$ cat config.mk
export PLATFORM = sky130hd
export DESIGN_NAME = ppu_vram_port
export DESIGN_NICKNAME = d
export VERILOG_FILES = /design/src/rtl/ppu_vram_port.sv
export SDC_FILE = /design/constraint.sdc
export NUM_CORES = 1
export LEC_CHECK = 0
export BUFFER_PORTS_ARGS = -buffer_cell sky130_fd_sc_hd__clkbuf_2
export CAP_MARGIN = 30
export CORE_MARGIN = 2
export CORE_UTILIZATION = 46
export CTS_CLUSTER_DIAMETER = 120
export DETAILED_ROUTE_END_ITERATION = 7
export PLACE_DENSITY = 0.74
export SLEW_MARGIN = 20
export SYNTH_ARGS = -nofsm -noshare
export SYNTH_HDL_FRONTEND = slang
export SYNTH_SLANG_ARGS = --single-unit
$ cat constraint.sdc
create_clock -name clk -period 4.6 [get_ports clk]
set_input_delay 0 -clock clk [delete_from_list [all_inputs] [get_ports clk]]
set_output_delay 0 -clock clk [all_outputs]
set_load 0.1 [all_outputs]
$ cat src/rtl/ppu_vram_port.sv
// PPU register port: decodes $2000/$2002/$2006/$2007, owns the VRAM pointer and
// write toggle, and sequences single-byte VRAM accesses with the NES read buffer.
module ppu_vram_port #(
    parameter int unsigned ADDR_WIDTH   = 14,
    parameter int unsigned PALETTE_BASE = 14'h3F00
) (
    input  logic        clk,
    input  logic        reset_n,
    input  logic [15:0] cpu_address,
    input  logic [7:0]  cpu_data_in,
    input  logic        cpu_we,
    input  logic        cpu_re,
    output logic [7:0]  cpu_data_out,
    output logic        cpu_data_valid,
    output logic        busy,
    output logic [15:0] vram_address,
    output logic [7:0]  vram_wdata,
    output logic        vram_we,
    input  logic [7:0]  vram_rdata
);

    localparam logic [ADDR_WIDTH-1:0] PAL_BASE = ADDR_WIDTH'(PALETTE_BASE);
    localparam logic [ADDR_WIDTH-1:0] INC_ONE  = ADDR_WIDTH'(1);
    localparam logic [ADDR_WIDTH-1:0] INC_ROW  = ADDR_WIDTH'(32);

    typedef enum logic [1:0] {
        S_IDLE    = 2'd0,
        S_WR      = 2'd1,
        S_RD_WAIT = 2'd2,
        S_RD_CAP  = 2'd3
    } state_t;

    state_t                r_state;
    state_t                w_state_nxt;

    logic [ADDR_WIDTH-1:0] r_ptr;
    logic                  r_toggle;
    logic                  r_inc32;
    logic [7:0]            r_rbuf;
    logic [7:0]            r_dout;
    logic [7:0]            r_wdata;
    logic                  r_we;

    logic                  w_hit;
    logic [2:0]            w_sel;
    logic                  w_wr;
    logic                  w_rd;
    logic                  w_wr_ctrl;
    logic                  w_wr_addr;
    logic                  w_rd_stat;
    logic                  w_ready;
    logic                  w_acc_wr;
    logic                  w_acc_rd;
    logic                  w_busy;
    logic                  w_valid;
    logic                  w_step;
    logic                  w_cap;
    logic [ADDR_WIDTH-1:0] w_inc;
    logic                  w_unused;

    // Register window 0x2000-0x3FFF, eight registers mirrored through it.
    assign w_hit     = (cpu_address[15:13] == 3'b001);
    assign w_sel     = cpu_address[2:0];
    assign w_unused  = ^cpu_address[12:3];

    // A write strobe masks a simultaneous read strobe.
    assign w_wr      = cpu_we & w_hit;
    assign w_rd      = cpu_re & ~cpu_we & w_hit;

    assign w_wr_ctrl = w_wr & (w_sel == 3'd0);
    assign w_wr_addr = w_wr & (w_sel == 3'd6);
    assign w_rd_stat = w_rd & (w_sel == 3'd2);

    // RD_CAP only presents the result, so a new access may start there.
    assign w_ready   = (r_state == S_IDLE) | (r_state == S_RD_CAP);
    assign w_acc_wr  = w_wr & (w_sel == 3'd7) & w_ready;
    assign w_acc_rd  = w_rd & (w_sel == 3'd7) & w_ready;

    assign w_inc     = r_inc32 ? INC_ROW : INC_ONE;

    always_ff @(posedge clk or negedge reset_n) begin
        if (!reset_n) begin
            r_state <= S_IDLE;
        end else begin
            r_state <= w_state_nxt;
        end
    end

    always_comb begin
        w_state_nxt = r_state;
        case (r_state)
            S_IDLE, S_RD_CAP: begin
                if (w_acc_wr) begin
                    w_state_nxt = S_WR;
                end else if (w_acc_rd) begin
                    w_state_nxt = S_RD_WAIT;
                end else begin
                    w_state_nxt = S_IDLE;
                end
            end
            S_WR:      w_state_nxt = S_IDLE;
            S_RD_WAIT: w_state_nxt = S_RD_CAP;
            default:   w_state_nxt = S_IDLE;
        endcase
    end

    always_comb begin
        w_busy  = 1'b0;
        w_valid = 1'b0;
        w_step  = 1'b0;
        w_cap   = 1'b0;
        case (r_state)
            S_WR: begin
                w_busy = 1'b1;
                w_step = 1'b1;
            end
            S_RD_WAIT: begin
                w_busy = 1'b1;
                w_step = 1'b1;
                w_cap  = 1'b1;
            end
            S_RD_CAP: begin
                w_valid = 1'b1;
            end
            default: begin
                w_busy  = 1'b0;
            end
        endcase
    end

    always_ff @(posedge clk or negedge reset_n) begin
        if (!reset_n) begin
            r_inc32 <= 1'b0;
        end else if (w_wr_ctrl) begin
            r_inc32 <= cpu_data_in[2];
        end
    end

    // $2006 takes priority over the post-access increment.
    always_ff @(posedge clk or negedge reset_n) begin
        if (!reset_n) begin
            r_ptr    <= '0;
            r_toggle <= 1'b0;
        end else if (w_wr_addr) begin
            if (!r_toggle) begin
                r_ptr[ADDR_WIDTH-1:8] <= cpu_data_in[ADDR_WIDTH-9:0];
            end else begin
                r_ptr[7:0] <= cpu_data_in;
            end
            r_toggle <= ~r_toggle;
        end else begin
            if (w_rd_stat) begin
                r_toggle <= 1'b0;
            end
            if (w_step) begin
                r_ptr <= r_ptr + w_inc;
            end
        end
    end

    always_ff @(posedge clk or negedge reset_n) begin
        if (!reset_n) begin
            r_we    <= 1'b0;
            r_wdata <= 8'h00;
        end else begin
            r_we <= w_acc_wr;
            if (w_acc_wr) begin
                r_wdata <= cpu_data_in;
            end
        end
    end

    // Palette space bypasses the buffer; the buffer still refills either way.
    always_ff @(posedge clk or negedge reset_n) begin
        if (!reset_n) begin
            r_dout <= 8'h00;
            r_rbuf <= 8'h00;
        end else if (w_cap) begin
            r_dout <= (r_ptr >= PAL_BASE) ? vram_rdata : r_rbuf;
            r_rbuf <= vram_rdata;
        end
    end

    assign vram_address   = 16'(r_ptr);
    assign vram_wdata     = r_wdata;
    assign vram_we        = r_we;
    assign cpu_data_out   = r_dout;
    assign cpu_data_valid = w_valid;
    assign busy           = w_busy;

endmodule

==> reports/qor.csv, run 1 <==
stage,metric,value,unit
run_status,status,"complete, no violations",
worst_setup_path,worstPathMaxFanout,6,
placement,dp.cells,308,
floorplanning,start_util,48.8,%
drt,drtPass1Iterations,4,
global_routing,grt_pass1_vias,1853,
drt,wirelength,5.15,mm
pwr,power_density,438,nW/µm²
worst_setup_path,crit_chain,inv_1 -> ha_1 -> ha_1 -> a31oi_4 -> or3_4 -> or3b_1 -> o221a_2,
sta,hold_viol_final,0,
yosys,async_reset_ff_share,100,%
yosys,netlist_area,2170,µm²
pwr,power_leakage,1.36,nW
pwr,vdd_ir_drop_max,0.292,mV
worst_setup_path,worst-setup-path-type,reg2reg,
worst_setup_path,arrival,2.25,ns
sta,slew_headroom,35.7,%
sta,setup_viol,0,
pwr,totalPowerFinal,1.21,mW
cells_and_area,final_util,62.1,%
min_path,hold_class,in2reg,
placement,dpl.hpwl,3.62,mm
drt,first_iter_violations,107,
yosys,ys_types,45,
cells_and_area,final_cells,332,
global_routing,grt_antenna_before_repair,0,
placement,place.gp.congestion,0.856,
floorplanning,die_width,72.7,µm
sta,slew_viol_final,0,
placement,io_buffer_count,58,
worst_setup_path,critPathMaxStageDelay,0.40,ns
worst_setup_path,cp-end-kind,flop,
yosys,synth_edf_count,0,
cells_and_area,final_nets,320,
worst_setup_path,slowest_stage,dfrtp_1,
cells_and_area,num_antenna_cells,0,
worst_setup_path,cpMostUsedCell,ha_1,
yosys,ys_warn_count,0,
global_routing,gr-total-overflow,0,
cells_and_area,syn_to_final_growth,27.2,%
sta,rsz0062_at_grt,false,
yosys,synth_ff_type,dfrtp_1,
cts,cts.sinks,43,
sta,finalCritPeriodShare,44.5,%
worst_setup_path,crit_required,4.80,ns
cts,h-tree-depth,2,
global_routing,grtUsageTotal,21.3,%
cts,cts_resized,0,
yosys,ys_ff_latch,43,
sta,finalCriticalPeriod,2.05,ns
floorplanning,core-area,4440,µm²
drt,drcViolationCount,0,
placement,dpl_cell_area,2510,µm²
drt,via_per_inst,5.56,
run,maxCapViolCount,0,
cts,clkTransAtPathRegs,0.09,ns
floorplanning,die_area,5280,µm²
global_routing,grt_first_pass_wirelength,8.65,mm
cts,clock_tree.buffer_depth,2,
drt,vias,1845,
yosys,ys_seq_area_share,49.6,%
cts,cts_buffers,5,
sta,fmaxAchievable,489,MHz
yosys,syn_inst,205,
cts,root_buffer,clkbuf_8,
sta,tightest_slew,0.951,ns
drt,wire_per_inst,15.5,µm
cts,cts_tree,built,
floorplanning,rows,24,
drt,antenna_left,0,
cts,clk_latency,0.30,ns
cells_and_area,fillers,390,
worst_setup_path,worstSetupStartpointType,flop,
floorplanning,die_h,72.7,µm
global_routing,grt_max_degree,26,
sta,fin_setup_tns,0,ns
floorplanning,io_pins,71,
cells_and_area,layout-drive-gt1-share,32.9,%
cells_and_area,final_area,2760,µm²
yosys,synth_area_per_cell,10.6,µm²
sta,fin_worst_skew,0.00916,ns
-- placed cells by master, fill, tap and decap left out, types with 2 or more instances in the layout --
master / Yosys / layout
o41ai_1: 2 / 2
nand2_1: 13 / 13
nand3_1: 5 / 5
dlygate4sd3_1: 0 / 16
and3_1: 2 / 2
nand4_1: 4 / 4
clkinvlp_4: 0 / 2
o32ai_1: 2 / 2
clkbuf_2: 1 / 58
nor2_1: 24 / 24
a21oi_1: 17 / 17
o21ai_0: 6 / 6
xnor2_1: 2 / 2
a31oi_1: 3 / 3
o22ai_1: 3 / 3
nor3_1: 8 / 8
mux2i_1: 9 / 9
dfrtp_1: 43 / 43
inv_1: 6 / 6
ha_1: 5 / 5
clkbuf_8: 0 / 5
mux2_2: 18 / 18
nand3b_1: 3 / 3
conb_1: 1 / 2
-- per-stage QoR --
step | setup WS [ns] | hold WS, ns
floorplan | 2.02 | -0.296
global placement | 2.45 | 0.231
detailed placement | 2.40 | 0.00102
CTS | 2.55 | 0.0247
global route | 2.41 | 0.0281
finish | 2.55 | 0.0272
-- layer usage --
layer | wire [µm] | GRT usage [%]
met1 | 2180 | 26.5
met2 | 2640 | 37.7
met3 | 276 | 4.42
met4 | 55 | 5.56
met5 | 0 | 0
-- registers in the layout, indices dropped and copies added, names as in the netlist --
signal,flops
r_inc32,1
cpu_data_out,8
r_rbuf,8
r_state,2
r_ptr,14
vram_wdata,8
r_toggle,1
vram_we,1
-- cell usage after synthesis (all sizes together), types with 5 or more instances --
library cell	number	area (µm²)
mux2	18	203
nand2	14	55.1
dfrtp	43	1080
o21ai	6	30.0
a21oi	17	85.1
mux2i	9	90.1
nor3	8	40.0
ha	5	62.6
nand3	5	25.0
inv	6	22.5
clkbuf	5	20.0
nor2	24	90.1
-- final timing paths --
| path | startpoint | endpoint | slack [ns] | cells past startpoint |
|---|---|---|---|---|
| max reg2reg | r_inc32 | r_ptr[8] | 2.55 | 7 |
| min reg2reg | r_rbuf[6] | r_rbuf[6] | 0.51 | 1 |
| max | r_inc32 | r_ptr[8] | 2.55 | 7 |
| min in group asynchronous | reset_n | cpu_data_out[2] | 0.21 | 2 |
| max in group asynchronous | reset_n | r_ptr[13] | 3.88 | 3 |
| min | cpu_we | r_state[1] | 0.03 | 3 |
-- final cells by class --
class / instances / area, µm² / share of cell area [%]
clock buffer: 5 / 68.8 / 2.49
clock inverter: 3 / 23.8 / 0.862
inverter: 6 / 22.5 / 0.816
multi-input combinational: 148 / 1020 / 37.1
sequential: 43 / 1080 / 39.0
tap: 52 / 65.1 / 2.36
timing repair buffer: 75 / 478 / 17.3
-- logic make-up after synthesis --
kind of cell / share of synthesized area [%]
and+or+nand+nor: 17.1
AOI/OAI and AO/OA: 12.6
muxes: 13.5
adders and majority gates: 2.88
xor gates and xnor gates: 0.808
other: 0.173
buffers and inverters: 3.34
DFF: 49.6
-- critical path, delay by kind of cell (launching register included) --
kind / cells / cell delay (ns)
AND/OR/NAND/NOR: 2 / 0.75
adder cells (fa/ha/maj): 2 / 0.47
flip-flops: 1 / 0.40
AO/OA/AOI/OAI: 2 / 0.27
buffers and inverters: 1 / 0.06
-- power breakdown --
| group | leakage, nW | switching [mW] | internal, mW | total [mW] |
|---|---|---|---|---|
| Clock | 0.0408 | 0.138 | 0.109 | 0.246 |
| Combinational | 0.804 | 0.394 | 0.0986 | 0.493 |
| Sequential | 0.518 | 0.0442 | 0.425 | 0.469 |
-- what timing repair did --
action                    CTS  global route
buffers inserted            0             0
hold buffers               16             0
hold endpoints to repair   37             0
(Power assumes the default switching activity.)
==> inputs of run 2 (changes only) <==
- ABC_AREA: not set -> 1
- PLACE_DENSITY: 0.74 -> 0.75
- clock period: 4.6 -> 1.78 ns (I/O delays scaled with it)
==> reports/qor.csv, run 2 <==
stage,metric,value,unit,change
floorplanning,rows,26,,+8.3%
sta,fin_worst_skew,0.0104,ns,+0.00127 ns
drt,vias,2337,,+27%
worst_setup_path,worstSetupStartpointType,flop,,
worst_setup_path,crit_chain,ha_4 -> nand4_1 -> nor2_2 -> dlygate4sd3_1,,
min_path,hold_class,in2reg,,
floorplanning,die_area,5910,µm²,+12%
cells_and_area,num_antenna_cells,0,,unchanged
worst_setup_path,worstPathMaxFanout,4,,-2
sta,finalCritPeriodShare,94.5,%,+50 points
global_routing,grt_max_degree,29,,+12%
pwr,power_density,1160,nW/µm²,+170%
run,maxCapViolCount,0,,unchanged
global_routing,grtUsageTotal,21.3,%,-0.022 points
cells_and_area,syn_to_final_growth,29.4,%,
drt,drtPass1Iterations,4,,unchanged
sta,setup_viol,0,,unchanged
floorplanning,core-area,5110,µm²,+15%
cts,post_cts_buffers,0,,unchanged
drt,via_per_inst,4.98,,-10%
placement,dpl.hpwl,4.22,mm,+17%
worst_setup_path,slowest_stage,dlygate4sd3_1,,
global_routing,gr-total-overflow,0,,unchanged
yosys,netlist_area,2440,µm²,+13%
floorplanning,start_util,47.8,%,-1.0 points
cells_and_area,final_nets,439,,+37%
sta,rsz0062_at_grt,true,,
yosys,yosysMostFrequentCell,nand2_1,,
min_path,holdCritStartpoint,cpu_we,,
cells_and_area,fillers,469,,+20%
cts,clkTransAtPathRegs,0.10,ns,about the same
floorplanning,die_h,76.9,µm,+5.8%
cts,h-tree-depth,2,,unchanged
worst_setup_path,worst-setup-path-type,reg2reg,,
worst_setup_path,crit_required,2.03,ns,-2.77 ns
floorplanning,io_pins,71,,unchanged
cts,clock_tree.buffer_depth,2,,unchanged
yosys,ys_top_cells_by_count,"nand2_1, dfrtp_1, inv_1",,
cts,cts_buffers,5,,unchanged
floorplanning,die_width,76.9,µm,+5.8%
cts,clk_latency,0.31,ns,about the same
pwr,totalPowerFinal,3.68,mW,+200%
global_routing,grt_pass1_vias,2227,,+20%
worst_setup_path,crit_start,r_state[1],,
drt,wirelength,5.91,mm,+15%
yosys,ys_seq_area_share,44.1,%,-5.5 points
placement,place.gp.congestion,0.894,,+4.4%
worst_setup_path,critPathTopFamily,buffers and inverters,,
sta,tightest_slew,0.547,ns,-0.404 ns
sta,fmaxAchievable,594,MHz,+22%
placement,io_buffer_count,58,,unchanged
sta,finalCriticalPeriod,1.68,ns,-0.364 ns
worst_setup_path,cp_num_buf_inv,1,,unchanged
drt,drcViolationCount,0,,unchanged
cells_and_area,largest_register_ffs,14,,unchanged
cells_and_area,layout-drive-gt1-share,26.8,%,-6.0 points
drt,wire_per_inst,12.6,µm,-19%
worst_setup_path,critPathMaxStageDelay,0.57,ns,+0.17 ns
worst_setup_path,cp-end-kind,flop,,
drt,first_iter_violations,166,,+55%
cells_and_area,layout_commonest_cell,nand2_1,,
yosys,synth_edf_count,0,,unchanged
yosys,yosys-top-cells-area,"dfrtp_1, nand2_1, nand3_1",,
yosys,yosysTopAreaCellShare,44.1,%,-5.5 points
cts,cts.sinks,43,,unchanged
pwr,vdd_ir_drop_max,0.696,mV,+140%
yosys,ys_warn_count,0,,unchanged
yosys,async_reset_ff_share,100,%,unchanged
worst_setup_path,arrival,1.93,ns,-0.32 ns
yosys,ys_types,32,,-29%
yosys,syn_inst,321,,+57%
cells_and_area,top_register,r_ptr,,
sta,whs,0.0166,ns,-0.0106 ns
cts,root_buffer,clkbuf_8,,
pwr,power_leakage,1.64,nW,+20%
cells_and_area,final_cells,469,,+41%
sta,hold_viol_final,0,,unchanged
placement,dp.cells,443,,+44%
yosys,ys_ff_latch,43,,unchanged
run_status,status,"complete, no violations",,
yosys,synth_area_leader_cell,dfrtp_1,,
sta,slew_viol_final,0,,unchanged
drt,antenna_left,0,,unchanged
sta,slew_headroom,63.7,%,+28 points
cts,cts_tree,built,,
cells_and_area,final_cell_mix,"nand2_1, clkbuf_2, inv_1",,
worst_setup_path,r2r_start,r_state[1],,
global_routing,grt_antenna_before_repair,0,,unchanged
yosys,synth_ff_type,dfrtp_1,,
global_routing,grt_first_pass_wirelength,10.2,mm,+18%
yosys,synth_area_per_cell,7.61,µm²,-28%
[run 2: changes by cell type in the layout (fill, tap and decap cells not counted), moves of 11 or more]
cell / delta
mux2_2: -18
nand3_1: +27
inv_1: +34
nand2_1: +79
o21ai_0: +13
dfrtp_2: +11
dfrtp_1: -12
[run 2: cells by family (layout without fill, tap and decap cells)]
| logic type | count (synthesis) | count (layout) | share of synthesized area (%) |
|---|---|---|---|
| buffers and inverters | 53 | 130 | 9.43 |
| AOI/OAI and AO/OA | 52 | 52 | 12.0 |
| DFF | 43 | 43 | 44.1 |
| other | 1 | 2 | 0.154 |
| adders and majority gates | 5 | 5 | 2.56 |
| and+or+nand+nor | 165 | 165 | 31.1 |
| xor gates and xnor gates | 2 | 2 | 0.717 |
[run 2: final timing paths]
| check | endpoint | slack, ns | depth (start not counted) |
|---|---|---|---|
| max | vram_we | 0.1 | 4 |
| min | r_state[1] | 0.02 | 4 |
| max reg2reg | vram_we | 0.1 | 4 |
| min reg2reg | vram_wdata[0] | 0.48 | 2 |
| max in group asynchronous | r_ptr[8] | 1.09 | 3 |
| min in group asynchronous | vram_wdata[7] | 0.18 | 2 |
[run 2: power breakdown]
group	internal, mW	leakage [nW]	switching, mW
logic	0.306	1.09	1.26
clock network	0.426	0.0587	0.379
registers	1.14	0.487	0.170
[run 2: final cells by class]
type	instances	area [µm²]	area share, %
multi-input combinational	226	1200	37.8
sequential	43	1090	34.6
timing repair buffer	77	490	15.5
inverter	45	176	5.58
tap	70	87.6	2.77
clock buffer	5	68.8	2.18
clock inverter	3	47.5	1.50
[run 2: through the flow]
step	instance area, µm²	worst slack [ns]	util (%)	setup TNS, ns
after floorplan	2480	-0.0668	-	-0.214
after global routing	3160	-0.0365	61.9	-0.0865
after detailed placement	2820	0.0146	55.1	0
after global placement	2820	0.0937	55.1	0
final	3160	0.0975	61.9	0
after CTS	3120	0.00199	61.0	0
[run 2: tightest hold or removal path: stages]
cell and delay, ns:
clkbuf_2 0.10, nor3_1 0.07, inv_1 0.06, o22ai_1 0.06
[run 2: repair_timing]
action | in CTS | in global routing
pin swaps | 0 | 2
gates cloned | 0 | 0
gates resized for setup | 1 | 9
hold buffers | 18 | 0
setup endpoints to repair | 1 | 21
endpoints found under the hold margin | 68 | 0
[run 2: layer usage]
layer | vias up | GRT usage, % | share of wire, %
met2 | 71 | 35.8 | 48
li1 | 1178 | - | -
met1 | 1082 | 28.1 | 46
met3 | 6 | 4.00 | 4.9
met5 | - | 0 | 0
met4 | 0 | 5.64 | 1.2
==> inputs of run 3 (changes only) <==
==> constraint.sdc (replaced) <==
create_clock -name clk -period 1.78 [get_ports clk]
set_input_delay 0.534 -clock clk [delete_from_list [all_inputs] [get_ports clk]]
set_output_delay 0.534 -clock clk [all_outputs]
set_load 0.1 [all_outputs]
==> reports/qor.csv, run 3 (synthesis results as in run 2) <==
stage,metric,value,unit,change
run_status,status,"complete, but fails checks",,
run_status,violations,negative setup slack,,
drt,first_iter_violations,84,,-49%
worst_setup_path,worstPathMaxFanout,2,,-2
worst_setup_path,crit_start,r_state[0],,
global_routing,grt_antenna_before_repair,0,,unchanged
sta,hold_viol_final,0,,unchanged
floorplanning,die_area,5910,µm²,unchanged
pwr,totalPowerFinal,3.59,mW,-2.6%
sta,finalCriticalPeriod,1.83,ns,+0.151 ns
cells_and_area,syn_to_final_growth,26.7,%,
floorplanning,die_h,76.9,µm,unchanged
worst_setup_path,crit_required,1.25,ns,-0.78 ns
cts,clock_tree.buffer_depth,2,,unchanged
sta,fmaxAchievable,545,MHz,-8.3%
worst_setup_path,arrival,1.30,ns,-0.63 ns
sta,setup_viol,1,,+1
worst_setup_path,worstSetupStartpointType,flop,,
worst_setup_path,worst-setup-path-type,reg2out,,
worst_setup_path,cp-end-kind,output port,,
cells_and_area,top_register,r_ptr,,
run,maxCapViolCount,0,,unchanged
drt,drcViolationCount,0,,unchanged
floorplanning,rows,26,,unchanged
sta,whs,0.193,ns,+0.176 ns
drt,drtPass1Iterations,4,,unchanged
sta,finalCritPeriodShare,103,%,+8.5 points
cts,h-tree-depth,2,,unchanged
sta,setup_ws,-0.0539,ns,-0.151 ns
cells_and_area,largest_register_ffs,14,,unchanged
placement,place.gp.congestion,0.884,,-1.1%
global_routing,grtUsageTotal,20.4,%,-0.91 points
drt,vias,2255,,-3.5%
cells_and_area,final_nets,430,,-2.1%
cts,cts.sinks,43,,unchanged
cells_and_area,layout-drive-gt1-share,29.5,%,+2.7 points
floorplanning,core-area,5110,µm²,unchanged
global_routing,gr-total-overflow,0,,unchanged
cells_and_area,final_cell_mix,"nand2_1, clkbuf_2, inv_1",,
cts,clkTransAtPathRegs,0.09,ns,about the same
pwr,vdd_ir_drop_max,0.756,mV,+8.6%
worst_setup_path,r2r_start,r_state[0],,
drt,via_per_inst,4.90,,-1.6%
placement,io_buffer_count,58,,unchanged
sta,rsz0062_at_grt,true,,
global_routing,grt_first_pass_wirelength,9.72,mm,-5.2%
drt,wirelength,5.69,mm,-3.7%
cts,cts_buffers,5,,unchanged
cts,hold_buffers,0,,-18
sta,fin_worst_skew,0.00978,ns,-0.000655 ns
drt,wire_per_inst,12.4,µm,-1.8%
cells_and_area,num_antenna_cells,0,,unchanged
global_routing,grt_pass1_vias,2066,,-7.2%
sta,tightest_slew,0.548,ns,+0.00142 ns
floorplanning,io_pins,71,,unchanged
sta,slew_headroom,63.6,%,-0.094 points
pwr,power_density,1160,nW/µm²,-0.47%
min_path,hold_class,in2async,,
pwr,power_leakage,1.62,nW,-1.2%
cts,clk_latency,0.30,ns,about the same
placement,place_ws,0.0488,ns,+0.0341 ns
cts,cts_tree,built,,
cts,root_buffer,clkbuf_8,,
floorplanning,die_width,76.9,µm,unchanged
cells_and_area,layout_commonest_cell,nand2_1,,
drt,antenna_left,0,,unchanged
placement,dpl.hpwl,4.19,mm,-0.89%
sta,slew_viol_final,0,,unchanged
floorplanning,start_util,47.8,%,unchanged
cells_and_area,fillers,480,,+2.3%
global_routing,grt_max_degree,44,,+52%
==> run 3: cell types whose count changed in the layout (fill, tap and decap cells not counted), moves of 3 or more <==
cell           previous run  this run
buf_4                     0        20
clkbuf_2                 58        42
dlygate4sd3_1            18         0
buf_12                    1         5
clkinvlp_4                2         5
==> run 3: worst paths after layout <==
check                                  end  slack [ns]  depth (start not counted)
min in group clk                 r_rbuf[1]        0.45                          3
hold / removal             cpu_data_out[4]        0.19                          2
hold reg to reg              vram_wdata[3]        0.48                          2
max in group asynchronous         r_ptr[0]        1.34                          2
setup / recovery                      busy       -0.05                          4
setup reg to reg             vram_wdata[1]        0.07                          8
==> run 3: metrics by stage <==
| stage | std cells | util [%] | TNS, ns | area (µm²) |
|---|---|---|---|---|
| 2_1_floorplan | 322 | - | -0.214 | 2480 |
| 3_3_place_gp | 446 | 57.3 | 0 | 2930 |
| 3_5_place_dp | 446 | 57.3 | 0 | 2930 |
| 4_1_cts | 456 | 59.6 | -0.0684 | 3040 |
| 5_1_grt | 460 | 60.6 | -0.117 | 3090 |
| 6_report | 460 | 60.6 | -0.0539 | 3090 |
==> run 3: where the power goes <==
| part | leakage, nW | internal, mW | total [mW] | switching (mW) |
|---|---|---|---|---|
| sequential | 0.487 | 1.14 | 1.31 | 0.172 |
| combinational | 1.08 | 0.365 | 1.60 | 1.24 |
| clock | 0.0474 | 0.317 | 0.669 | 0.352 |
| total | 1.62 | 1.82 | 3.59 | 1.76 |
==> run 3: repair_timing <==
item,4_1_cts,5_1_grt
buffers inserted,2,3
endpoints found under the hold margin,0,0
pin swaps,1,3
resized for setup,0,8
setup endpoints to repair,1,16
cloned,0,1
==> run 3: area by class of cell <==
type                            count  area (µm²)  share of cell area [%]
Timing Repair Buffer               67         460                    14.9
Multi-Input combinational cell    226        1170                    37.7
Tap cell                           70        87.6                    2.83
Sequential cell                    43        1090                    35.3
Clock buffer                        6        82.6                    2.67
Inverter                           45         180                    5.82
Clock inverter                      2        16.3                   0.526
Timing Repair inverter              1        7.51                   0.243
==> run 3: layer usage <==
| layer | track usage, % | wire length, µm |
|---|---|---|
| met5 | 0 | 0 |
| met3 | 4.00 | 338 |
| met2 | 32.5 | 2700 |
| met4 | 6.91 | 93 |
| met1 | 27.6 | 2560 |
==> run 3: worst max-delay path, stage by stage, from the launching register on <==
cell and delay [ns]:
dfrtp_1 0.37, inv_1 0.07, ha_4 0.28, clkinvlp_4 0.10
buf_12 0.18
